## src/rtl/controller_cmd_queue.sv

```systemverilog
// Command queue between the input decoder and the controller FSM.
// Circular buffer with occupancy count, sticky overflow flag and last-popped command register.
module controller_cmd_queue #(
  parameter int               CMD_W    = 5,
  parameter int               DEPTH    = 4,
  parameter int               PTR_W    = 2,
  parameter logic [CMD_W-1:0] IDLE_CMD = '0
) (
  input  logic             clk,
  input  logic             Reset,
  input  logic [CMD_W-1:0] in_cmd,
  input  logic             in_valid,
  input  logic             accept_en,
  input  logic             pop,
  input  logic             flush,
  output logic [CMD_W-1:0] cmd_head,
  output logic             cmd_valid,
  output logic [CMD_W-1:0] last_cmd,
  output logic [PTR_W:0]   count,
  output logic             full,
  output logic             overflow
);

  localparam logic [PTR_W:0]   CNT_ZERO = (PTR_W+1)'(0);
  localparam logic [PTR_W:0]   CNT_ONE  = (PTR_W+1)'(1);
  localparam logic [PTR_W:0]   CNT_FULL = (PTR_W+1)'(DEPTH);
  localparam logic [PTR_W-1:0] PTR_ZERO = PTR_W'(0);
  localparam logic [PTR_W-1:0] PTR_ONE  = PTR_W'(1);

  logic [CMD_W-1:0] mem_r [DEPTH];
  logic [PTR_W-1:0] wr_ptr_r;
  logic [PTR_W-1:0] rd_ptr_r;
  logic [PTR_W:0]   count_r;
  logic             overflow_r;
  logic [CMD_W-1:0] last_cmd_r;

  logic             valid_s;
  logic             full_s;
  logic [CMD_W-1:0] head_s;
  logic             push_try_s;
  logic             pop_eff_s;
  logic             push_s;
  logic             drop_s;
  logic [PTR_W-1:0] wr_ptr_nxt_s;
  logic [PTR_W-1:0] rd_ptr_nxt_s;
  logic [PTR_W:0]   count_nxt_s;
  logic             overflow_nxt_s;
  logic [CMD_W-1:0] last_cmd_nxt_s;

  // Status decode from registered state only; stale storage is masked when empty
  always_comb begin
    valid_s = (count_r != CNT_ZERO);
    full_s  = (count_r == CNT_FULL);
    if (valid_s) begin
      head_s = mem_r[rd_ptr_r];
    end else begin
      head_s = IDLE_CMD;
    end
  end

  // Push/pop qualification; a pop frees the slot the same-cycle push needs when full
  always_comb begin
    push_try_s = in_valid & accept_en & ~flush;
    pop_eff_s  = pop & valid_s & ~flush;
    push_s     = push_try_s & (~full_s | pop_eff_s);
    drop_s     = push_try_s & full_s & ~pop_eff_s;
  end

  // Next-state computation; flush overrides push and pop but keeps last_cmd
  always_comb begin
    wr_ptr_nxt_s   = wr_ptr_r;
    rd_ptr_nxt_s   = rd_ptr_r;
    count_nxt_s    = count_r;
    overflow_nxt_s = overflow_r;
    last_cmd_nxt_s = last_cmd_r;
    if (flush) begin
      wr_ptr_nxt_s   = PTR_ZERO;
      rd_ptr_nxt_s   = PTR_ZERO;
      count_nxt_s    = CNT_ZERO;
      overflow_nxt_s = 1'b0;
    end else begin
      if (push_s) begin
        wr_ptr_nxt_s = wr_ptr_r + PTR_ONE;
      end else begin
        wr_ptr_nxt_s = wr_ptr_r;
      end
      if (pop_eff_s) begin
        rd_ptr_nxt_s   = rd_ptr_r + PTR_ONE;
        last_cmd_nxt_s = head_s;
      end else begin
        rd_ptr_nxt_s   = rd_ptr_r;
        last_cmd_nxt_s = last_cmd_r;
      end
      case ({push_s, pop_eff_s})
        2'b10:   count_nxt_s = count_r + CNT_ONE;
        2'b01:   count_nxt_s = count_r - CNT_ONE;
        default: count_nxt_s = count_r;
      endcase
      if (drop_s) begin
        overflow_nxt_s = 1'b1;
      end else begin
        overflow_nxt_s = overflow_r;
      end
    end
  end

  // Control state register with synchronous reset
  always_ff @(posedge clk) begin
    if (Reset) begin
      wr_ptr_r   <= PTR_ZERO;
      rd_ptr_r   <= PTR_ZERO;
      count_r    <= CNT_ZERO;
      overflow_r <= 1'b0;
      last_cmd_r <= IDLE_CMD;
    end else begin
      wr_ptr_r   <= wr_ptr_nxt_s;
      rd_ptr_r   <= rd_ptr_nxt_s;
      count_r    <= count_nxt_s;
      overflow_r <= overflow_nxt_s;
      last_cmd_r <= last_cmd_nxt_s;
    end
  end

  // Storage write; contents are don't-care while not counted, so no reset
  always_ff @(posedge clk) begin
    if (push_s && !Reset) begin
      mem_r[wr_ptr_r] <= in_cmd;
    end
  end

  // Output drive
  always_comb begin
    cmd_head  = head_s;
    cmd_valid = valid_s;
    last_cmd  = last_cmd_r;
    count     = count_r;
    full      = full_s;
    overflow  = overflow_r;
  end

endmodule

```

## config.mk

```make
export PLATFORM = sky130hd
export DESIGN_NAME = controller_cmd_queue
export DESIGN_NICKNAME = d
export VERILOG_FILES = /design/src/rtl/controller_cmd_queue.sv
export SDC_FILE = /design/constraint.sdc
export NUM_CORES = 1
export LEC_CHECK = 0
export CORE_ASPECT_RATIO = 0.75
export CORE_MARGIN = 4
export CORE_UTILIZATION = 55
export CTS_CLUSTER_SIZE = 28
export DETAILED_ROUTE_END_ITERATION = 10
export MAX_ROUTING_LAYER = met4
export PLACE_DENSITY_LB_ADDON = 0.12
export SETUP_SLACK_MARGIN = 0.05
export SLEW_MARGIN = 20
export SYNTH_ARGS = -nofsm -noshare
export SYNTH_HDL_FRONTEND = slang
export SYNTH_SLANG_ARGS = --single-unit
```

## constraint.sdc

```tcl
create_clock -name clk -period 3.13 [get_ports clk]
set_input_delay 0.626 -clock clk [delete_from_list [all_inputs] [get_ports clk]]
set_output_delay 0.626 -clock clk [all_outputs]
set_load 0.01 [all_outputs]
```

# Word level (Yosys, flattened, before mapping)
# Memory sizes are Yosys's and may differ from the RTL's. A register that Yosys moved wholly into a read port is not among the register bits.
# Cells that the tools add are included.
# Widths: inputs -> output; s select.
dict set report word_totals {
  in_bits 11
  memories 1
  wordCells 36
  mem_bits_rw 20
  reg_bits 13
}
# name words word_bits rd rd_ports_with_merged_regs wr line
set mem_list {}
lappend mem_list {mem_r 4 5 1 1 1 30} ;# logic [CMD_W-1:0] mem_r [DEPTH];
dict set report op_classes {
  n_bitwise 11
  addsub 4
  reduce_logical 6
  n_mux 6
  n_eq_ne 3
}
# operator count
set op_table {}
lappend op_table {{$and 1x1->1} 7}
lappend op_table {{$pmux 3 s2} 1}
lappend op_table {{$mux 5} 1}
lappend op_table {{$add 2x1->2 const B} 2}
lappend op_table {{$mux 2} 2}
lappend op_table {{$add 3x1->3 const B} 1}
lappend op_table {{$eq 3x3->1 const B} 1}
lappend op_table {{$not 1->1} 3}
lappend op_table {{$reduce_bool 3->1} 1}
lappend op_table {{$sub 3x1->3 const B} 1}
lappend op_table {{$eq 2x1->1 const B} 1}
lappend op_table {{$eq 2x2->1 const B} 1}
lappend op_table {{$mux 1} 2}
lappend op_table {{$reduce_and 2->1} 1}
lappend op_table {{$reduce_bool 2->1} 1}
lappend op_table {{$reduce_or 2->1} 1}
lappend op_table {{$logic_and 1x1->1} 1}
lappend op_table {{$logic_not 1->1} 1}
lappend op_table {{$or 1x1->1} 1}

# Longest topological paths before layout
dict set report depth {
  depth_word 8
  ltp_mapped 9
}

# Worst setup path before layout
# Ideal clock, no wire load.
dict set report synth_timing {
  kind {input to register}
  from {input accept_en}
  to {register count_r[2] (netlist: count[2])}
  setup_slack_ps 852
  cell_stages 9
  setup_ps 70
  path_buffers 0
  t_arrival_ps 2209
  cell_sequence {and3b_1 -> a21boi_2 -> inv_2 -> ha_1 -> inv_1 -> fa_1 -> xor2_1 -> or3_1 -> a21oi_1}
}
dict set report synth_via {
  elab_chain_len 5
}
# item line
set synth_lines {}
lappend synth_lines {{from (decl)} 13} ;# input logic accept_en,
lappend synth_lines {{$and 1x1->1 * (2 in series)} 63} ;# push_try_s = in_valid & accept_en & ~flush;
lappend synth_lines {{$and 1x1->1 *} 65} ;# push_s = push_try_s & (~full_s | pop_eff_s);
lappend synth_lines {{$eq 2x1->1 or $eq 2x2->1 (tied branches)} 94} ;# case ({push_s, pop_eff_s})
lappend synth_lines {{$pmux 3 s2 or $reduce_bool 2->1 (tied branches)} -}
lappend synth_lines {{to (signal assigned)} 118} ;# count_r <= count_nxt_s;
lappend synth_lines {{to (decl)} 33} ;# logic [PTR_W:0] count_r;
# Every way passes the cells marked *; elsewhere a longest branch is shown, timed or not.
# A chain may end at the register's enable or synchronous reset.

==> reports/results.tsv <==
stage	metric	value	unit
run_status	run status	completed	
yosys	number of register bits inferred by synthesis	35	
place	worst setup timing slack at the placement stage	0.115	ns
floorplanning	number of placement rows	16	
yosys	most frequently used flop master after synthesis	edfxtp_1	
yosys	register area share after synthesis	60.0	%
global_routing	met2 track utilization from global routing	31.8	%
layout	Final Cell Area	0.00187	mm2
floorplanning	I/O pin count	27	
layout	layout filler cell count	175	
run	number of maximum-capacitance violations	0	
timing	Pins Over Slew Limit	0	
yosys	largest family of logic cells by synthesized area	simple AND/OR/NAND/NOR gates	
global_routing	vias in the first global route	1016	
clock_tree	hold buffers post-CTS	0	
place	number of input and output port buffers inserted	26	
clock_tree	Inserted Clock Buffers	5	
clock_tree	number of buffers on the longest clock path	2	
clock_tree	number of setup buffers added after CTS	0	
layout	multi-input logic area	543	um2
yosys	number of distinct library cell variants in the gate-level netlist after synthesis	30	
timing	final number of hold-violating endpoints	0	
yosys	syn_area_per_cell	13.0	um2
clock_tree	root buffer selected by CTS	clkbuf_4	
yosys	Net Count, Synth	133	
clock_tree	CTS Sinks	35	
yosys	complex-gate fraction of the synthesized area	7.33	%
detailed_routing	residual DRC count	0	
timing	final clock period utilization by the worst path	87.7	%
detailed_routing	routed length per placed instance	16.0	um
timing	worst-case setup margin in the final layout	0.386	ns
timing	Least-Margin Pin Slew	0.459	ns
setup_path	largest fanout on the critical path	5	
global_routing	GRT Residual Overflow	0	
pwr	worst ir drop on vdd	338	uV
detailed_routing	number of vias after detailed routing	1020	
timing	worst clock skew on the final layout	0.00447	ns
setup_path	start-to-end type of the worst setup path	flip-flop to output pin	
yosys	cell with the most instances after synthesis	edfxtp_1	
layout	sequential standard cell area	901	um2
yosys	multiplexer area fraction after synthesis	8.83	%
timing	Final Critical Period	2.74	ns
yosys	instance count of the mapped netlist	116	
clock_tree	clock slew seen by the registers of the worst setup and hold paths	0.09	ns
detailed_routing	final WL	2980	um
yosys	EDFF count, synth	20	
place	Routability Congestion	0.775	
timing	relative slew slack	69.3	%
timing	total setup violations reported at the end of the flow	0	
global_routing	met1 routing resource usage after global routing	23.4	%
worst_hold_path	kind of path behind the tightest hold check	flip-flop to flip-flop	
place	instance area after placement	0.00182	mm2
pwr	total power of the final layout	0.762	mW
global_routing	largest net degree at the start of global routing	13	
timing	max frequency	364	MHz
clock_tree	worst-skew pair later-pin latency	0.33	ns
layout	fraction of final layout cells sized beyond drive strength 1	15.3	%
detailed_routing	iteration-0 DRC count of the detailed router	68	
floorplanning	area of the core region	0.00260	mm2
yosys	share of the synthesized netlist area taken by xor and xnor gates	1.17	%
timing	setup tns final	0	ns
pwr	power per unit of standard cell area	408	mW/mm2
setup_path	type of origin of the critical path	flip-flop	
floorplanning	initial standard-cell utilization of the core	57.7	%
yosys	async set-reset flop share out of synthesis	0	%
global_routing	GR peak layer	met2	
setup_path	capturing element type of the critical path	output pin	
floorplanning	floorplan die width	68.4	um
setup_path	critical path arrival	2.12	ns
global_routing	overall global routing resource usage	20.3	%
timing	RSZ-0062 raised after global routing	false	
detailed_routing	Routed Antenna Nets	0	
yosys	cell types occupying the most area after synthesis	edfxtp_1, dfxtp_1, mux4_2	
global_routing	wire length of the first global-routing pass	4830	um
yosys	synthesized cell area	0.00150	mm2
global_routing	antenna violations before repair	0	
detailed_routing	routed vias/inst	5.48	
global_routing	global routing met3 resource utilization	5.10	%
floorplanning	floorplan die area	0.00364	mm2
setup_path	endpoint required time on the critical path	2.50	ns
layout	total inserted antenna cells	0	
layout	Final Net Count	166	
clock_tree	CTS H-Tree Depth	2	
timing	worst hold slack after final layout	0.484	ns
yosys	yosys synthesis warning count	0	
yosys	post-synthesis adder-cell area fraction	5.50	%
place	placed wire-length estimate after detailed placement	2310	um
clock_tree	Resize count post-CTS	0	
yosys	Commonest cells post-synth	edfxtp_1, dfxtp_1, a21oi_1, o21ai_0	
yosys	share of synthesized cell area in and, or, nand and nor gates	13.3	%
yosys	portion of synthesized cell area occupied by the leading cell type	40.0	%
clock_tree	clock tree from TritonCTS	done	
floorplanning	vertical die dimension	53.3	um
layout	layout overhead on the synthesized area	24.2	%
pwr	static power due to leakage	0.617	nW
yosys	top cell type by total area after synthesis	edfxtp_1	
detailed_routing	length of the first detailed-routing pass in iterations	4	
## through the flow
step / cells / utilization, %
floorplan: 116 / -
global placement: 178 / 69.8
detailed placement: 178 / 69.8
CTS: 186 / 71.7
global route: 186 / 71.7
finish: 186 / 71.7
## final timing paths
path | endpoint | start | cells past startpoint | slack, ns
worst max-delay path | cmd_head[0] | flip-flop | 3 | 0.39
worst min-delay path | last_cmd[4] | last_cmd[4] | 2 | 0.48
worst max register to register | count[2] | count[2] | 9 | 0.80
worst min register to register | last_cmd[4] | last_cmd[4] | 2 | 0.48
## logic make-up (layout without fill, tap and decap cells)
logic type | count (synthesis) | after routing
multiplexers | 7 | 7
XOR/XNOR | 2 | 2
AND/OR/NAND/NOR | 33 | 33
adder cells (fa/ha/maj) | 6 | 6
flip-flops | 35 | 35
buffers and inverters | 13 | 47
AO/OA/AOI/OAI | 20 | 20
## metal layers
layer	up-vias	wire length, um
met4	0	95
met2	40	1420
li1	486	-
met5	-	0
met3	10	180
met1	484	1280
## cell type report
type	count	area share, %
multi-input cells	68	29.1
flip-flops and latches	35	48.3
clock buffers	7	2.41
inverters	8	1.61
clock inverters	1	0.268
repair buffers	31	16.0
well taps	36	2.41
## critical path, stage by stage, from the launching register on
cell and delay [ns]:
dfxtp_1 0.54, mux4_2 0.60, and2_1 0.18, clkdlybuf4s50_1 0.47
## where the power goes
part	switching [mW]	internal (mW)	leakage, nW
logic	0.0240	0.0239	0.286
clock network	0.137	0.0875	0.0293
registers	0.00189	0.488	0.301
## flip-flops by register name, summed over array words and instances (netlist names), named ones only
register / flops
mem_r: 20
count: 3
last_cmd: 5
overflow: 1
wr_ptr_r: 2
rd_ptr_r: 2
## cell usage in the layout (no fill, tap or decap), types with 2 or more instances in the layout
cell and instances:
mux2i_1 2, mux4_2 5, clkbuf_1 2, edfxtp_1 20, clkdlybuf4s50_1 26, and2_1 5, dfxtp_1 15, o21ai_0 7
xor2_1 2, buf_4 5, nand2_1 4, nor2_1 6, inv_1 6, nor3b_1 4, ha_1 5, clkbuf_4 5
nand3_1 6, inv_2 2, a21oi_1 10
Note: power is estimated with default switching activity, not from simulation.
